--- src/rtl/axi3_rd_burst_engine.sv ---
// axi3_rd_burst_engine: AXI3 read backend, AR bursts -> per-beat SRAM reads -> R beats.
// One beat is in flight at a time; the SRAM word is sampled while in DATA.
module axi3_rd_burst_engine #(
    parameter int ADDR_WIDTH = 32,
    parameter int DATA_WIDTH = 32,
    parameter int ID_WIDTH   = 4,
    parameter int MEM_AW     = 10
) (
    input  logic                  ACLK,
    input  logic                  ARESETn,
    input  logic                  ARVALID,
    output logic                  ARREADY,
    input  logic [ADDR_WIDTH-1:0] ARADDR,
    input  logic [3:0]            ARLEN,
    input  logic [2:0]            ARSIZE,
    input  logic [1:0]            ARBURST,
    input  logic [ID_WIDTH-1:0]   ARID,
    output logic                  RVALID,
    input  logic                  RREADY,
    output logic [DATA_WIDTH-1:0] RDATA,
    output logic [1:0]            RRESP,
    output logic [ID_WIDTH-1:0]   RID,
    output logic                  RLAST,
    output logic                  mem_re,
    output logic [MEM_AW-1:0]     mem_addr,
    input  logic [DATA_WIDTH-1:0] mem_rdata
);
    localparam int B = $clog2(DATA_WIDTH / 8);

    typedef enum logic [1:0] {IDLE, ISSUE, DATA, SEND} state_t;
    state_t state, state_nxt;

    logic [ADDR_WIDTH-1:0] addr, step, total, lower, addr_inc, addr_nxt;
    logic [3:0]            len, cnt;
    logic [2:0]            size;
    logic [1:0]            burst, resp;
    logic [ID_WIDTH-1:0]   id;
    logic                  err, ar_err, ar_hs, r_hs;

    assign ar_hs  = ARVALID && ARREADY;
    assign r_hs   = RVALID && RREADY;
    assign ar_err = ARSIZE > 3'(B) || ARBURST == 2'b11 ||
                    (ARBURST == 2'b10 && !(ARLEN inside {4'd1, 4'd3, 4'd7, 4'd15}));

    always_comb begin
        state_nxt = state;
        unique case (state)
            IDLE:  state_nxt = ar_hs ? ISSUE : IDLE;
            ISSUE: state_nxt = DATA;
            DATA:  state_nxt = SEND;
            SEND:  state_nxt = r_hs ? (RLAST ? IDLE : ISSUE) : SEND;
        endcase
    end

    // Address stepping; WRAP bounds come from the full burst span.
    always_comb begin
        step     = ADDR_WIDTH'(1) << size;
        total    = (ADDR_WIDTH'(len) + ADDR_WIDTH'(1)) << size;
        lower    = addr & ~(total - ADDR_WIDTH'(1));
        addr_inc = addr + step;
        addr_nxt = burst == 2'b00 ? addr :
                   burst == 2'b10 ? (addr_inc == lower + total ? lower : addr_inc) :
                   (addr & ~(step - ADDR_WIDTH'(1))) + step;
        resp     = err ? 2'b10 : ((addr >> (B + MEM_AW)) != '0) ? 2'b11 : 2'b00;
    end

    assign mem_re   = state == ISSUE && resp == 2'b00;
    assign mem_addr = mem_re ? addr[B+MEM_AW-1:B] : '0;

    always_ff @(posedge ACLK or negedge ARESETn) begin
        if (!ARESETn) begin
            state   <= IDLE;
            ARREADY <= 1'b0;
            RVALID  <= 1'b0;
            RDATA   <= '0;
            RRESP   <= 2'b00;
            RID     <= '0;
            RLAST   <= 1'b0;
            addr    <= '0;
            len     <= '0;
            size    <= '0;
            burst   <= '0;
            id      <= '0;
            cnt     <= '0;
            err     <= 1'b0;
        end else begin
            state   <= state_nxt;
            ARREADY <= state_nxt == IDLE;
            if (ar_hs) begin
                addr  <= ARADDR;
                len   <= ARLEN;
                size  <= ARSIZE;
                burst <= ARBURST;
                id    <= ARID;
                cnt   <= '0;
                err   <= ar_err;
            end
            if (state == DATA) begin
                RVALID <= 1'b1;
                RDATA  <= resp == 2'b00 ? mem_rdata : '0;
                RRESP  <= resp;
                RID    <= id;
                RLAST  <= cnt == len;
            end
            if (state == SEND && r_hs) begin
                RVALID <= 1'b0;
                if (!RLAST) begin
                    addr <= addr_nxt;
                    cnt  <= cnt + 4'd1;
                end
            end
        end
    end
endmodule

--- config.mk ---
export PLATFORM = sky130hd
export DESIGN_NAME = axi3_rd_burst_engine
export DESIGN_NICKNAME = d
export VERILOG_FILES = /design/src/rtl/axi3_rd_burst_engine.sv
export SDC_FILE = /design/constraint.sdc
export NUM_CORES = 1
export LEC_CHECK = 0
export ABC_AREA = 1
export CORE_MARGIN = 1
export CORE_UTILIZATION = 45
export CTS_BUF_LIST = sky130_fd_sc_hd__clkbuf_8 sky130_fd_sc_hd__clkbuf_16
export CTS_CLUSTER_DIAMETER = 30
export DETAILED_ROUTE_END_ITERATION = 7
export HOLD_SLACK_MARGIN = 0.12
export PLACE_DENSITY = 0.7
export RECOVER_POWER = 50
export SYNTH_ARGS = -nofsm -noshare
export SYNTH_HDL_FRONTEND = slang
export SYNTH_SLANG_ARGS = --single-unit
--- constraint.sdc ---
create_clock -name ACLK -period 9.69 [get_ports ACLK]
set_input_delay 1.938 -clock ACLK [delete_from_list [all_inputs] [get_ports ACLK]]
set_output_delay 1.938 -clock ACLK [all_outputs]
set_load 0.01 [all_outputs]
Word level (Yosys, flattened, before mapping)
Cells that the tools add are included.
- add/sub/neg operators: 7
- magnitude comparators: 1
- eq/ne operators: 13
- shift-type cells: 2
- muxes and demuxes: 19
- bitwise gates (word level): 4
- reduce and logical (&&, ||, !) cells: 15
- operator list (kind ; count):
    $mux W32 ; 7
    $add A32 B32 Y32 ; 3
    $and A32 B32 Y32 ; 2
    $not A32 Y32 ; 2
    $sub A32 B1 Y32 const B ; 2
    $eq A32 B32 Y1 ; 1
    $reduce_bool A32 Y1 ; 1
    $shl A1 B3 Y32 const A ; 1
    $shl A5 B3 Y32 ; 1
    $mux W4 ; 3
    $eq A2 B2 Y1 const B ; 5
    $mux W10 ; 1
    $logic_not A2 Y1 ; 4
    $pmux W2 S4 ; 1
    $mux W2 ; 3
    $add A4 B1 Y5 const B ; 1
    $logic_and A1 B1 Y1 ; 5
    $add A4 B1 Y4 const B ; 1
    $eq A4 B1 Y1 const B ; 1
    $eq A4 B2 Y1 const B ; 1
    $eq A4 B3 Y1 const B ; 1
    $eq A4 B4 Y1 ; 1
    $eq A4 B4 Y1 const B ; 1
    $mux W1 ; 4
    other kinds (7) ; 8
- flip-flop bits (word level): 93
- output and inout bits: 52

Depth between registers and ports, before layout
Gate-level depths: netlist of run 1.
- depth in word-level cells: 12
- mapped depth: 39
- depth with buffers taken out: 37

Worst setup path before layout of run 1
No wires, ideal clock.
- kind: reg-to-reg
- start point: reg len[0]
- end point: reg addr[22]
- arrival time: 4128 ps
- slack: 5445 ps
- cell stages (with the launch flop): 34
- path buffers: 1
- cells stage by stage: dfrtp_1 ha_1 o21ai_1 inv_1 nand2_1 ha_1 nand2_1 inv_2 nand2_2 nor2_4 nand3_1 nor2_1 inv_1 nor2_1 nor3_1 ha_1 nand2_1 nor2_1 nand3_1 nand3_1 nand2_1 nand2_1 nand2_1 nand3b_1 nand2_1 nor2_1 nand3_1 nor2_4 buf_2 nand4_1 nand3_1 nand2_1 nand2_1 nand2_1
- longest elaborated chain between the ends: 12
- ends and longest elaborated chain (what ; RTL line ; source):
    start, declared ; 34 ; logic [3:0] len, cnt;
    start signal, assigned ; 80 ; len <= '0;
    start signal, assigned ; 91 ; len <= ARLEN;
    $add A4 B1 Y5 (*) ; 58 ; total = (ADDR_WIDTH'(len) + ADDR_WIDTH'(1)) << size;
    $shl A5 B3 Y32 (*) ; 58 ;
    $sub A32 B1 Y32 ; 59 ; lower = addr & ~(total - ADDR_WIDTH'(1));
    $not A32 Y32 ; 59 ;
    $and A32 B32 Y32 ; 59 ;
    $add A32 B32 Y32 ; 62 ; burst == 2'b10 ? (addr_inc == lower + total ? lower : addr_inc) :
    $eq A32 B32 Y1 ; 62 ;
    $mux W32 (*) (2 in series) ; 62 ;
    $mux W32 (*) ; 61 ; addr_nxt = burst == 2'b00 ? addr :
    $mux W32 (*) ; 107 ; if (!RLAST) begin
    $mux W32 (*) ; 105 ; if (state == SEND && r_hs) begin
    end signal, assigned ; 108 ; addr <= addr_nxt;
    end, declared ; 33 ; logic [ADDR_WIDTH-1:0] addr, step, total, lower, addr_inc, addr_nxt;
Every way passes the cells marked *; elsewhere a longest branch is shown, timed or not. The select of a mux whose other input is x is not followed.
A chain may end at the register's enable or synchronous reset.

==> results of run 1 <==
-- cells in the final DEF, fill, tap and decap left out, drive strengths merged, types with 2 or more instances in the layout --
cell,Yosys,final
o21ai,155,155
xor3,4,4
dfrtp,93,93
dlygate4sd3,1,2
ha,25,25
a31oi,10,10
nand3b,6,6
a21oi,41,41
nand3,148,148
nand4,49,49
clkinv,3,4
nor2,169,169
fa,2,2
buf,28,6
o22ai,4,4
xnor2,8,8
nor4,7,7
clkdlybuf4s50,0,129
nand2,554,554
xnor3,2,2
o21bai,5,5
a21o,2,2
nor3,24,24
inv,254,259
clkbuf,31,12
xor2,43,43
-- flip-flops by register name, summed over array words and instances, names as in the netlist --
| name | flops |
|---|---|
| ARREADY | 1 |
| RDATA | 32 |
| RID | 4 |
| RLAST | 1 |
| RRESP | 2 |
| RVALID | 1 |
| addr | 32 |
| burst | 2 |
| cnt | 4 |
| err | 1 |
| id | 4 |
| len | 4 |
| size | 3 |
| state | 2 |
-- final timing paths --
kind,start,to,cells past startpoint
max,ARESETn,size[0]$_DFFE_PN0P_,2
min,id[3]$_DFFE_PN0P_,RID[3]$_DFFE_PN0P_,2
max reg2reg,len[0]$_DFFE_PN0P_,addr[5]$_DFFE_PN0P_,32
min reg2reg,id[3]$_DFFE_PN0P_,RID[3]$_DFFE_PN0P_,2
max in group ACLK,len[0]$_DFFE_PN0P_,addr[5]$_DFFE_PN0P_,32
min in group asynchronous,ARESETn,addr[18]$_DFFE_PN0P_,1
-- layer usage --
metal,global-route usage [%],vias up,share of wire (%)
met2,44.4,526,42
met3,7.22,57,11
met1,42.3,5078,45
met4,9.52,0,2.5
met5,0,-,0
li1,-,5525,-
-- synthesized netlist by cell type, types with 2 or more instances --
library cell   count
nor3_1            24
xnor3_1            2
buf_2              2
dfrtp_1           93
clkbuf_1          26
buf_6             14
nand3b_1           6
xor2_1            43
inv_4              2
fa_1               2
nor2_1           140
nand3_2           10
inv_1            236
o21ai_1            2
a31oi_1           10
nand2_1          518
a21oi_1           41
ha_1              25
o22ai_1            4
nor4_1             7
nor2_4            13
buf_1              2
nand2_2           28
clkbuf_4           4
xor3_1             4
o21ai_0          152
clkinv_1           3
inv_2             15
nand2_4            7
nor2_2            14
a21o_1             2
nor2_8             2
nand3_1          137
xnor2_1            8
buf_4             10
o21bai_1           4
nand4_1           48
dlygate4sd1_1      3
-- where the power goes --
part           leakage [nW]  total (mW)  internal [mW]  switching (mW)
logic                  4.66        3.44           1.13            2.30
clock network         0.139       0.356          0.178           0.178
registers              1.16       0.749          0.514           0.235
-- kinds of logic after synthesis --
kind of cell | after synthesis | synth area share, %
xor gates and xnor gates | 57 | 5.75
AOI/OAI and AO/OA | 223 | 11.5
DFF | 93 | 22.8
adders and majority gates | 27 | 3.45
and+or+nand+nor | 960 | 42.8
buffers and inverters | 320 | 13.7
-- through the flow --
stage / hold WS (ns) / power [mW] / utilization (%)
final: 0.476 / 4.54 / 53.6
after global routing: 0.501 / 4.98 / 53.6
after CTS: 0.475 / 4.49 / 53.6
after detailed placement: 0.462 / 4.12 / 52.4
after global placement: 0.458 / 4.08 / 52.4
after floorplan: 0.442 / 3.33 / -
-- final cells by class --
class	instances	area, um^2	share of cell area [%]
clock buffers	9	225	1.91
clock inverters	7	55.1	0.466
inverters	257	977	8.28
multi-input cells	1267	6500	55.1
flip-flops and latches	93	2330	19.7
well taps	280	350	2.97
repair buffers	140	1370	11.6
==> impl_metrics.tcl, run 1 <==
set metrics [dict create \
    path_cells "clkbuf_1 > clkbuf_1" \
    cp.required_ns 9.20 \
    syn_inst 1680 \
    synth_edf_count 0 \
    ant_nets 0 \
    post_cts_buffers 0 \
    fin_crit_sh_pct 65.6 \
    critical_path.slowest_cell "clkbuf_1" \
    maxCapViolations 2 \
    root_buffer "clkbuf_16" \
    drt_first_pass_iters 7 \
    antenna_found_initial 0 \
    synth_area_leaders "dfrtp_1 23%, nand2_1 19%, inv_1 8.7%" \
    io_buffers 132 \
    slew_viol_final 119 \
    critical_path_buf_inv_count 2 \
    vdd_drop_max_v 0.000173 \
    setup_slack_ns 3.33 \
    dpl.cell_count 2037 \
    ctsHtreeMaxLevel 3 \
    viasPerCell 5.45 \
    wl_per_cell_um 16.6 \
    path_common_cell "clkbuf_1" \
    die_w_um 153 \
    grt_pass1_vias 10484 \
    design_area_um2 11800 \
    initial_core_util_pct 46.4 \
    nNetsFinal 1876 \
    yosysSeqAreaShare_pct 22.8 \
    fin_worst_skew_ns 0.0109 \
    cts_sinks 93 \
    path_clk_slew_ns 0.07 \
    drt_iter0_drc 1167 \
    avgSynthCellArea_um2 6.08 \
    end_kind "async pin" \
    crit_path_max_fanout 75 \
    p_leak_nw 5.95 \
    insertion_delay_ns 0.36 \
    core_area_um2 22000 \
    synthToLayoutAreaGrowth_pct 15.6 \
    dp_hpwl_mm 26.4 \
    clockBufferDepth 2 \
    synthArstFlopShare_pct 100 \
    syn_nets 1788 \
    vias 11186 \
    drc 2 \
    status "finished, violations left" \
    diodes 0 \
    fp.dieH_um 153 \
    fillCellCount 2253 \
    grt_use_total_pct 29.9 \
    synth_area_um2 10200 \
    post_cts_resized 0 \
    grt_max_degree 76 \
    relSlewSlack_pct -175 \
    gp_congestion 0.961 \
    ys_types 55 \
    ys_ff_latch 93 \
    worstSetupPathType "input pin to async pin" \
    placed_area_um2 11500 \
    place_ws_ns 3.78 \
    synthFlopType "dfrtp_1" \
    worstSetupStartpointType "input pin" \
    final_cells 2053 \
    ys_warn_count 0 \
    clock.fmax_mhz 157 \
    cts_hold_buf 0 \
    design.die.area_um2 23300 \
    hp-class "flip-flop to flip-flop" \
    cts_tree "built" \
    fp-row-count 54 \
    overflow 0 \
    tns_ns 0 \
    setup_viol 0 \
    failed_checks "DRC, capacitance limit, slew limit" \
    yosys.area.top_type "dfrtp_1" \
    cellPowerDensity_nw_per_um2 385 \
    wl_mm 34.2 \
    tightest_slew_ns 4.13 \
    rsz0062_at_grt "false" \
    synth_top_area_share_pct 22.8 \
    drive_gt1_share_pct 6.88 \
    crit_family "buffers and inverters" \
    ios 133 \
    grt_pass1_wl_mm 55.3 \
    finalHoldViolations 0 \
    fin_crit_ns 6.36 \
    cts_buffers 9 \
    worstPathArrival_ns 5.87 \
    cpPeakStageDelay_ns 2.95 \
    reg2reg_setup_slack_ns 3.55 \
]
Note: power is estimated with default switching activity, not from simulation.
==> run 2, diff against run 1 <==
Clock period 9.69 ns to 6.5 ns, I/O delays scaled along.
==> run 2 against run 1 <==
Against the previous run:
- the run still ends with DRC, capacitance limit, slew limit left
- sequential share of layout area is 0.062 points lower
- clock power is 46% higher
- combinational power is 51% higher
- via count increased by 0.80%
==> impl_metrics.tcl, run 2 (synthesis results as in run 1) <==
set metrics [dict create \
    insertion_delay_ns 0.36 \
    antenna_found_initial 0 \
    drt_iter0_drc 1255 \
    failed_checks "DRC, capacitance limit, slew limit" \
    ios 133 \
    crit_path_start "len[0]$_DFFE_PN0P_" \
    vdd_drop_max_v 0.000202 \
    cellPowerDensity_nw_per_um2 576 \
    place_ws_ns 0.893 \
    worstPathArrival_ns 6.13 \
    worstSetupPathType "flip-flop to flip-flop" \
    r2r-end "addr[4]$_DFFE_PN0P_" \
    gp_congestion 1.01 \
    endpoint "addr[4]$_DFFE_PN0P_" \
    fp-row-count 54 \
    layout_common_cells "518 x nand2_1, 235 x inv_1, 152 x o21ai_0, 138 x nor2_1, 137 x nand3_1" \
    tightest_slew_ns 1.87 \
    power_mw 6.81 \
    critical_path.slowest_cell "nand3_4" \
    post_cts_buffers 0 \
    drt_first_pass_iters 8 \
    critical_path_buf_inv_count 2 \
    fillCellCount 2219 \
    crit_cells 32 \
    design.die.area_um2 23300 \
    ant_nets 0 \
    cp.required_ns 6.79 \
    fin_crit_ns 5.84 \
    grt_use_total_pct 30.6 \
    die_w_um 153 \
    setup_viol 0 \
    worstSetupStartpointType "flip-flop" \
    fp.dieH_um 153 \
    maxCapViolations 3 \
    ctsHtreeMaxLevel 3 \
    top_regs "RDATA: 32 flops, addr: 32 flops" \
    cpPeakStageDelay_ns 0.50 \
    final_common_cell "nand2_1" \
    vias 11275 \
    cts_sinks 93 \
    r2r_start "len[0]$_DFFE_PN0P_" \
    slew_viol_final 139 \
    path_common_cell "nand2_1" \
    core_area_um2 22000 \
    rsz0062_at_grt "false" \
    reg2reg_setup_slack_ns 0.66 \
    rr_worst_depth 32 \
    crit_family "simple AND/OR/NAND/NOR gates" \
    path_clk_slew_ns 0.07 \
    end_kind "flip-flop" \
    io_buffers 132 \
    viasPerCell 5.48 \
    fin_crit_sh_pct 89.8 \
    hp-class "flip-flop to flip-flop" \
    clock.fmax_mhz 171 \
    cts_hold_buf 0 \
    initial_core_util_pct 46.4 \
    drive_gt1_share_pct 7.26 \
    grt_pass1_wl_mm 56.5 \
    crit_path_max_fanout 32 \
    diodes 0 \
    hold_start "cnt[3]$_DFF_PN0_" \
    cts_tree "built" \
    grt_pass1_vias 10562 \
    setup_slack_ns 0.661 \
    tns_ns 0 \
    finalHoldViolations 0 \
    wl_mm 35.0 \
    nNetsFinal 1882 \
    status "finished, violations left" \
    drc 7 \
    clockBufferDepth 2 \
    post_cts_resized 0 \
    wl_per_cell_um 17.0 \
    root_buffer "clkbuf_16" \
    dp_hpwl_mm 26.9 \
    p_leak_nw 6.03 \
    fin_worst_skew_ns 0.0139 \
    synthToLayoutAreaGrowth_pct 15.9 \
    relSlewSlack_pct -24.4 \
    overflow 0 \
    cts_buffers 9 \
    grt_max_degree 73 \
]
==> run 2: changes by cell type in the layout (fill, tap and decap cells not counted) <==
cell	previous run	this run
clkdlybuf4s50_1	129	114
dlygate4sd3_1	2	17
buf_4	6	12
inv_6	4	2
clkbuf_1	3	2
clkbuf_2	0	1
clkinv_2	0	1
clkinvlp_4	1	2
inv_1	236	235
==> run 2: where the power goes <==
part	total, mW	internal (mW)	switching (mW)
Combinational	5.18	1.70	3.48
Sequential	1.12	0.766	0.353
Clock	0.520	0.261	0.259
==> run 2: worst min-delay path by stage <==
| stage | to | slack (ns) | cells after the start |
|---|---|---|---|
| finish | cnt[3]$_DFF_PN0_ | 0.48 | 2 |
| global route | cnt[3]$_DFF_PN0_ | 0.49 | 2 |
| CTS | cnt[3]$_DFF_PN0_ | 0.48 | 2 |
| detailed placement | cnt[3]$_DFF_PN0_ | 0.46 | 2 |
| global placement | cnt[3]$_DFF_PN0_ | 0.46 | 2 |
| floorplan | cnt[3]$_DFF_PN0_ | 0.44 | 2 |
==> run 2: final cells by class <==
class                   instances  area, um^2  area share (%)
clock buffers                   9         225            1.90
flip-flops and latches         93        2330            19.7
well taps                     280         350            2.96
inverters                     257         977            8.25
multi-input cells            1267        6500            54.9
clock inverters                 6        46.3           0.391
repair buffers                146        1410            11.9
==> run 2: worst reg2reg max path: cells and delay by family, from the launching register on <==
family          cells  cell delay [ns]
simple gates       25             3.91
buf+inv             2             0.16
fa+ha+maj           3             0.87
flops               1             0.48
compound gates      2             0.36
==> run 2: routing by layer <==
layer / global-route usage, % / vias to the layer above / wire [um]
met5: 0 / - / 0
met4: 8.75 / 0 / 836
met3: 6.63 / 68 / 4000
met2: 47.5 / 585 / 14700
met1: 42.5 / 5090 / 15500
li1: - / 5532 / -
==> run 2: through the flow <==
step | utilization (%) | cell area, um^2 | std cells | hold WS, ns
CTS | 53.8 | 11900 | 2058 | 0.481
global placement | 52.6 | 11600 | 2043 | 0.459
finish | 53.8 | 11800 | 2058 | 0.477
floorplan | - | 10200 | 1680 | 0.442
detailed placement | 52.6 | 11600 | 2043 | 0.464
global route | 53.8 | 11800 | 2058 | 0.490
==> run 3, diff against run 2 <==
Settings changed: CTS_BUF_LIST sky130_fd_sc_hd__clkbuf_8 sky130_fd_sc_hd__clkbuf_16 to sky130_fd_sc_hd__clkbuf_4 sky130_fd_sc_hd__clkbuf_8.
==> run 3 against run 2 <==
Against the previous run:
- the flow finishes with violations (capacitance limit, slew limit)
- final area fell by 0.86%
- core utilization fell by 0.46 points
- cell count did not move
- register-to-register slack barely moved
- combinational power barely moved
- total power fell by 2.1%
- non-clock buffer count did not move
- global-route usage barely moved
- hold slack improved by 0.011 ns
- setup slack improved by 0.0080 ns
- critical path depth rose by 1
- sequential cell count did not move
- largest power group unchanged
- highest routed layer unchanged
==> impl_metrics.tcl, run 3 (synthesis results as in run 1) <==
set metrics [dict create \
    nNetsFinal 1882 \
    layout_common_cells "518 x nand2_1, 236 x inv_1, 152 x o21ai_0, 138 x nor2_1, 137 x nand3_1" \
    top_regs "RDATA: 32 flops, addr: 32 flops" \
    slew_viol_final 139 \
    vias 11204 \
    overflow 0 \
    endpoint "addr[4]$_DFFE_PN0P_" \
    crit_path_max_fanout 32 \
    core_area_um2 22000 \
    cts_hold_buf 0 \
    synthToLayoutAreaGrowth_pct 14.9 \
    drive_gt1_share_pct 7.20 \
    grt_pass1_vias 10573 \
    rr_worst_depth 33 \
    cts_sinks 93 \
    root_buffer "clkbuf_8" \
    tightest_slew_ns 1.89 \
    grt_max_degree 73 \
    finalHoldViolations 0 \
    path_common_cell "nand2_1" \
    cpPeakStageDelay_ns 0.51 \
    end_kind "flip-flop" \
    insertion_delay_ns 0.40 \
    ctsHtreeMaxLevel 3 \
    fin_crit_ns 5.83 \
    final_common_cell "nand2_1" \
    cts_buffers 9 \
    diodes 0 \
    antenna_found_initial 0 \
    r2r_start "len[0]$_DFFE_PN0P_" \
    cts_tree "built" \
    hp-class "flip-flop to flip-flop" \
    worstSetupStartpointType "flip-flop" \
    vdd_drop_max_v 0.000199 \
    ant_nets 0 \
    die_w_um 153 \
    design.die.area_um2 23300 \
    cp.required_ns 6.83 \
    worstSetupPathType "flip-flop to flip-flop" \
    post_cts_resized 0 \
    maxCapViolations 3 \
    fin_worst_skew_ns 0.0207 \
    wl_per_cell_um 17.0 \
    fin_crit_sh_pct 89.7 \
    cellPowerDensity_nw_per_um2 569 \
    power_mw 6.67 \
    reg2reg_setup_slack_ns 0.67 \
    rsz0062_at_grt "false" \
    r2r-end "addr[4]$_DFFE_PN0P_" \
    ios 133 \
    grt_use_total_pct 30.6 \
    tns_ns 0 \
    dp_hpwl_mm 26.9 \
    drc 0 \
    p_leak_nw 5.97 \
    min_path_cells 2 \
    hold_start "cnt[3]$_DFF_PN0_" \
    drt_first_pass_iters 7 \
    worstPathArrival_ns 6.16 \
    initial_core_util_pct 46.4 \
    setup_viol 0 \
    final_cells 2058 \
    fp.dieH_um 153 \
    clock.fmax_mhz 171 \
    gp_congestion 1.01 \
    failed_checks "capacitance limit, slew limit" \
    post_cts_buffers 0 \
    wl_mm 35.1 \
    drt_iter0_drc 1233 \
    critical_path.slowest_cell "nand3_4" \
    viasPerCell 5.44 \
    io_buffers 132 \
    status "finished, violations left" \
    relSlewSlack_pct -25.9 \
    path_clk_slew_ns 0.10 \
    fp-row-count 54 \
    dpl.cell_count 2043 \
    crit_path_start "len[0]$_DFFE_PN0P_" \
    grt_pass1_wl_mm 56.2 \
    clockBufferDepth 2 \
]
==> run 3: changes by cell type in the layout (fill, tap and decap cells not counted), sizes merged <==
cell,delta
clkdlybuf4s50,+2
dlygate4sd3,-2
==> run 3: metal layers <==
metal | vias up | GRT usage, % | share of wire [%]
met5 | - | 0 | 0
met4 | 0 | 9.28 | 2.2
met3 | 63 | 8.48 | 12
met2 | 576 | 46.6 | 42
met1 | 5043 | 41.8 | 45
li1 | 5522 | - | -
==> run 3: worst max-delay path, delay by kind of cell (launching register included) <==
kind	cells	cell delay (ns)
AND/OR/NAND/NOR	26	3.77
flip-flops	1	0.49
buffers and inverters	3	0.24
adder cells (fa/ha/maj)	3	0.97
AO/OA/AOI/OAI	1	0.27
==> run 3: worst min-delay path by stage <==
stage	to	slack, ns
2_1_floorplan	cnt[3]$_DFF_PN0_	0.44
3_3_place_gp	cnt[3]$_DFF_PN0_	0.46
3_5_place_dp	cnt[3]$_DFF_PN0_	0.46
4_1_cts	cnt[3]$_DFF_PN0_	0.49
5_1_grt	cnt[3]$_DFF_PN0_	0.50
6_report	cnt[3]$_DFF_PN0_	0.49
==> run 3: power breakdown <==
group	internal (mW)	leakage [nW]	switching, mW	total (mW)
Combinational	1.70	4.74	3.47	5.17
Clock	0.140	0.0821	0.243	0.383
Sequential	0.766	1.16	0.351	1.12
==> run 3: metrics by stage <==
step | utilization [%] | setup slack (ns) | hold slack [ns] | cell area [um^2]
final | 53.3 | 0.669 | 0.488 | 11700
after global routing | 53.3 | 0.0869 | 0.499 | 11700
after CTS | 53.3 | 0.831 | 0.489 | 11700
after detailed placement | 52.6 | 0.893 | 0.464 | 11600
after global placement | 52.6 | 0.904 | 0.459 | 11600
after floorplan | - | 2.26 | 0.442 | 10200
==> run 3: cell type report <==
class	count	area (um^2)
fillers	2227	10300
flip-flops and latches	93	2330
clock buffers	9	124
clock inverters	6	46.3
inverters	257	977
well taps	280	350
multi-input cells	1267	6500
repair buffers	146	1410
